[config.mk]
export PLATFORM = sky130hd
export DESIGN_NAME = n_bit_adder
export DESIGN_NICKNAME = d
export VERILOG_FILES = /design/src/rtl/n_bit_adder.sv
export SDC_FILE = /design/constraint.sdc
export NUM_CORES = 1
export LEC_CHECK = 0
export CAP_MARGIN = 20
export CORE_MARGIN = 2
export CORE_UTILIZATION = 45
export CTS_BUF_LIST = sky130_fd_sc_hd__clkbuf_4 sky130_fd_sc_hd__clkbuf_8
export DETAILED_ROUTE_END_ITERATION = 8
export PLACE_DENSITY_LB_ADDON = 0.15
export SETUP_SLACK_MARGIN = 0.15
export SKIP_CTS_REPAIR_TIMING = 1
export SLEW_MARGIN = 20
export SYNTH_ARGS = -nofsm -noshare
export SYNTH_HDL_FRONTEND = slang
export SYNTH_SLANG_ARGS = --single-unit
[constraint.sdc]
create_clock -name clk -period 0.95 [get_ports clk]
set_clock_uncertainty 0.1 [all_clocks]
set_input_delay 0.095 -clock clk [delete_from_list [all_inputs] [get_ports clk]]
set_output_delay 0.095 -clock clk [all_outputs]
set_load 0.02 [all_outputs]
[src/rtl/n_bit_adder.sv]
// Registered N-bit ripple-carry adder/subtractor (S = A + B or A - B).
// Define ADDER_OVF_EN to add the registered signed-overflow output V.
module n_bit_adder #(
   parameter int N = 32
) (
   input  logic         clk,
   input  logic         rst_n,
   input  logic [N-1:0] A,
   input  logic [N-1:0] B,
   input  logic         M,
   output logic         Cout,
`ifdef ADDER_OVF_EN
   output logic         V,
`endif
   output logic [N-1:0] S
);

   logic [N:0]   c;
   logic [N-1:0] bx;
   logic [N-1:0] sum;

   logic [N-1:0] s_d;
   logic [N-1:0] s_q;
   logic         cout_d;
   logic         cout_q;
`ifdef ADDER_OVF_EN
   logic         v_d;
   logic         v_q;
`endif

   // Subtraction is A + ~B + 1: invert B and feed M into the chain.
   assign c[0] = M;

   for (genvar i = 0; i < N; i++) begin : g_fa
      logic p;
      assign bx[i]    = B[i] ^ M;
      assign p        = A[i] ^ bx[i];
      assign sum[i]   = p ^ c[i];
      assign c[i+1]   = (A[i] & bx[i]) | (c[i] & p);
   end

   // Next-state values for the output registers.
   always_comb begin
      s_d    = sum;
      cout_d = c[N];
`ifdef ADDER_OVF_EN
      v_d    = c[N] ^ c[N-1];
`endif
   end

   // Output registers; reset clears results immediately.
   always_ff @(posedge clk or negedge rst_n) begin
      if (!rst_n) begin
         s_q    <= '0;
         cout_q <= 1'b0;
`ifdef ADDER_OVF_EN
         v_q    <= 1'b0;
`endif
      end else begin
         s_q    <= s_d;
         cout_q <= cout_d;
`ifdef ADDER_OVF_EN
         v_q    <= v_d;
`endif
      end
   end

   assign S    = s_q;
   assign Cout = cout_q;
`ifdef ADDER_OVF_EN
   assign V    = v_q;
`endif

endmodule

======== Word level (Yosys, flattened, before mapping) ========
Cells that the tools add are included.
storage, ports and cells
  flip-flop bits (word level) ............. 33
  input port bits ......................... 67
  output and inout bits ................... 33
  word-level logic and storage cells ...... 194
operators by class
  bitwise logic cells ..................... 192
operator list
  kind               count
  1-bit XOR          96
  1-bit bitwise AND  64
  1-bit OR           32

======== Longest topological paths before layout ========
  word-level depth ........................ 66
  mapped depth ............................ 37
  gate-level depth less buffers ........... 35

======== Worst setup path before layout ========
Ideal clock, no wire load.
  path kind ............................... input-to-reg
  start point ............................. input M
  end point ............................... register s_q[31] (netlist: S[31])
  library setup time ...................... 0.136 ns
  arrival ................................. 12.174 ns
  required time ........................... 0.714 ns
  path slack .............................. -11.460 ns
  stages .................................. 37
  path buffers ............................ 2
  cell sequence ........................... buf_6 -> buf_8 -> xnor2_1 -> fa_1 -> fa_1 -> fa_1 -> fa_1 -> fa_1 -> fa_1 -> fa_1 -> fa_1 -> fa_1 -> fa_1 -> fa_1 -> fa_1 -> fa_1 -> fa_1 -> fa_1 -> inv_1 -> fa_1 -> inv_1 -> fa_1 -> fa_1 -> fa_1 -> fa_1 -> fa_1 -> fa_1 -> fa_1 -> fa_1 -> fa_1 -> fa_1 -> fa_1 -> fa_1 -> fa_1 -> fa_1 -> inv_1 -> fa_1
on the way
  word-level cells in the longest chain between the ends .. 65
  elaborated cells between the ends (all ways) .. 158
  classes of those cells .................. 158 x bitwise
ends and longest elaborated chain
  item                  RTL line  RTL
  start, declared       10        input logic M,
  1-bit XOR             36        assign bx[i] = B[i] ^ M;
  1-bit XOR             37        assign p = A[i] ^ bx[i];
  1-bit bitwise AND     39        assign c[i+1] = (A[i] & bx[i]) | (c[i] & p);
  1-bit OR              39
  1-bit bitwise AND     39
  1-bit OR              39
  1-bit bitwise AND     39
  1-bit OR              39
  (+50 left out)        --
  1-bit bitwise AND     39
  1-bit OR              39
  1-bit bitwise AND     39
  1-bit OR              39
  1-bit bitwise AND     39
  1-bit OR              39
  1-bit XOR (*)         38        assign sum[i] = p ^ c[i];
  named net s_d[31]     22        logic [N-1:0] s_d;
  end signal, assigned  54        s_q <= '0;
  end signal, assigned  60        s_q <= s_d;
  end, declared         23        logic [N-1:0] s_q;
Mark *: on every way through the listed nets, which the timed path passes. The rest lies on a longest branch.

======== Worst setup path in the final report ========
Same ends and word-level chain as after synthesis.

==> impl_results.md <==
- Status: finished, violations left
- Most frequent cells after synthesis: 61 x inv_1, 33 x dfrtp_1, 31 x fa_1
- Die Area: 5090 um2
- Final HPWL DP: 3190 um
- First-pass GRT wire length: 6550 um
- ANT nets after route: 0
- Crit path largest cell delay: 0.40 ns
- CTS Buf Count: 5
- Share of layout cells above drive strength 1: 0.389
- Final setup vio count: 64
- Clk buf depth: 2
- Die H: 71.4 um
- Hold WS: -0.0664 ns
- Vias: 1367
- Crit path time final: 11.09 ns
- Slowest cell on crit path: fa_1
- Top cells by area, synth: dfrtp_1 40%, fa_1 30%, xnor2_1 12%
- Die Width: 71.4 um
- Initial antenna violation count: 0
- GRT Total Usage: 0.172
- Placed Cells incl. Taps: 313
- Post-synthesis cell area: 2040 um2
- Final Hold Fails: 1
- DRT iter0 DRCs: 39
- N_diodes: 0
- Crit path capture type: flop
- Fin nets: 368
- Seq cells post-synth: 33
- Req. time, crit path: 1.00 ns
- Vias in the first global route: 1448
- M1 wire length: 1330 um
- Most frequent CP cell: fa_2
- Switching part of the total: 0.333
- Most common cell in the netlist: inv_1
- Synth-to-Final Area Change: 63.6%
- Worst-path clk slew: 0.07 ns
- Worst slew pin tran: 0.469 ns
- PortBufs: 99
- Worst-path maximum fanout: 3
- Boundary pin count: 100
- DR pass1 iterations: 3
- Synth Warn #: 0
- Post-Syn Nets: 260
- PD cells: 1750 nW/um2
- Slew HR: 0.687
- Peak VDD IR: 0.876 mV
- Met3 WL: 454 um
- H-tree levels: 2
- Failing checks: negative hold slack, negative setup slack
- Site Rows: 24
- EDFF count, synth: 0
- Synth top area share: 0.404
- Power Total: 5.84 mW
- Top sig layer: met4
- Distinct cells, synth: 10
- Unrepaired setup endpoints after global routing: yes
- Post-place setup slack: -10.88 ns
- Max frequency: 0.0902 GHz
- Final WS setup: -10.14 ns
- Max-cap violations: 0
- Leak pwr: 1.56 nW
- Seq pwr share: 0.342
- Final Non-Filler Cells: 322
- Max-slew violations: 0
- Crit path DAT: 11.14 ns
- Routed vias/inst: 4.25
- Sequential share of the synthesized area: 0.404
- Core Box Area: 4350 um2
- Ys flop type: dfrtp_1
- Largest net degree at the start of global routing: 34
- Hold WC Path Type: in -> reg
- Met2 wire length: 2080 um
- Setup CP Type: in -> reg
- Drt drc: 0
- Clock share of power: 0.186
- Num Clock Sinks: 33
- CTS tree: yes
- Startpoint Class: input port
- Cells after Synth: 162
- Crit share post-route: 11.7
- Fraction of registers with async set/reset: 1.00
- Comb pwr share: 0.472
- Routability cong.: 0.723
- Post-synth top area cell: dfrtp_1
- Initial core utilization: 0.469
- P_sw: 1.94 mW
- WL/cell: 12.2 um
- Routed WL: 3920 um
- Fin Setup TNS: -166.72 ns
- Synth Area per Inst: 12.6 um2
- Internal power: 3.89 mW
- Global route overflow: 0
- CTS root buffer: clkbuf_8
registers in the layout (all words and copies together), names as in the netlist:
name and flops:
Cout 1, S 32
cells in the final DEF, fill, tap and decap left out:
cell / count
inv_1: 41
clkbuf_4: 1
xor2_1: 3
fa_1: 1
buf_12: 2
buf_6: 35
dfrtp_1: 33
clkbuf_2: 1
clkbuf_8: 6
fa_2: 30
buf_2: 1
dlymetal6s2s_1: 2
dlygate4sd3_1: 1
clkdlybuf4s50_1: 59
mux2i_2: 1
buf_4: 4
xnor2_4: 1
inv_2: 20
xnor2_2: 3
xnor2_1: 25
kinds of logic (layout without fill, tap and decap cells):
| kind of cell | after synthesis | after routing | share of synthesized area |
|---|---|---|---|
| XOR/XNOR | 32 | 32 | 0.145 |
| buffers and inverters | 65 | 173 | 0.142 |
| adder cells (fa/ha/maj) | 31 | 31 | 0.304 |
| flip-flops | 33 | 33 | 0.404 |
| multiplexers | 1 | 1 | 0.00490 |
worst max-delay path: cells and delay by family:
family     cells  cell delay, ns
xor+xnor       1            0.13
fa+ha+maj     31           10.63
buf+inv        4            0.27
layout make-up:
| type | instances | area (um2) |
|---|---|---|
| Timing Repair Buffer | 105 | 1100 |
| Sequential cell | 33 | 826 |
| Tap cell | 52 | 65.1 |
| Multi-Input combinational cell | 64 | 1030 |
| Clock buffer | 7 | 90.1 |
| Inverter | 61 | 229 |
| Fill cell | 279 | 1010 |
final timing paths:
| check | from | to | slack, ns | cells after the start |
|---|---|---|---|---|
| worst max-delay path | M | S[31]$_DFF_PN0_ | -10.14 | 36 |
| min in group asynchronous | rst_n | S[29]$_DFF_PN0_ | 0.19 | 3 |
| worst min-delay path | A[0] | S[0]$_DFF_PN0_ | -0.07 | 2 |
| max in group asynchronous | rst_n | S[28]$_DFF_PN0_ | 0.38 | 3 |
power by group through the flow:
| stage | Sequential [mW] | Clock, mW | Combinational, mW |
|---|---|---|---|
| detailed placement | 1.94 | 0 | 2.63 |
| finish | 2.00 | 1.08 | 2.76 |
| floorplan | 2.48 | 0 | 0.767 |
| global placement | 1.93 | 0 | 2.55 |
| global route | 2.03 | 1.19 | 3.02 |
| CTS | 1.91 | 1.14 | 2.63 |
routing by layer:
layer	up-vias	global-route usage
li1	636	-
met1	661	0.205
met2	64	0.277
met3	6	0.0774
met4	0	0.0629
met5	-	0
metrics by stage:
step | hold slack [ns] | utilization | instance area (um2)
after floorplan | -0.301 | - | 2150
after global placement | -0.0334 | 0.726 | 3160
after detailed placement | -0.0319 | 0.726 | 3160
after CTS | -0.343 | 0.747 | 3250
after global routing | -0.0735 | 0.767 | 3340
final | -0.0664 | 0.767 | 3340
No activity file was read; power rests on OpenSTA's default activity.
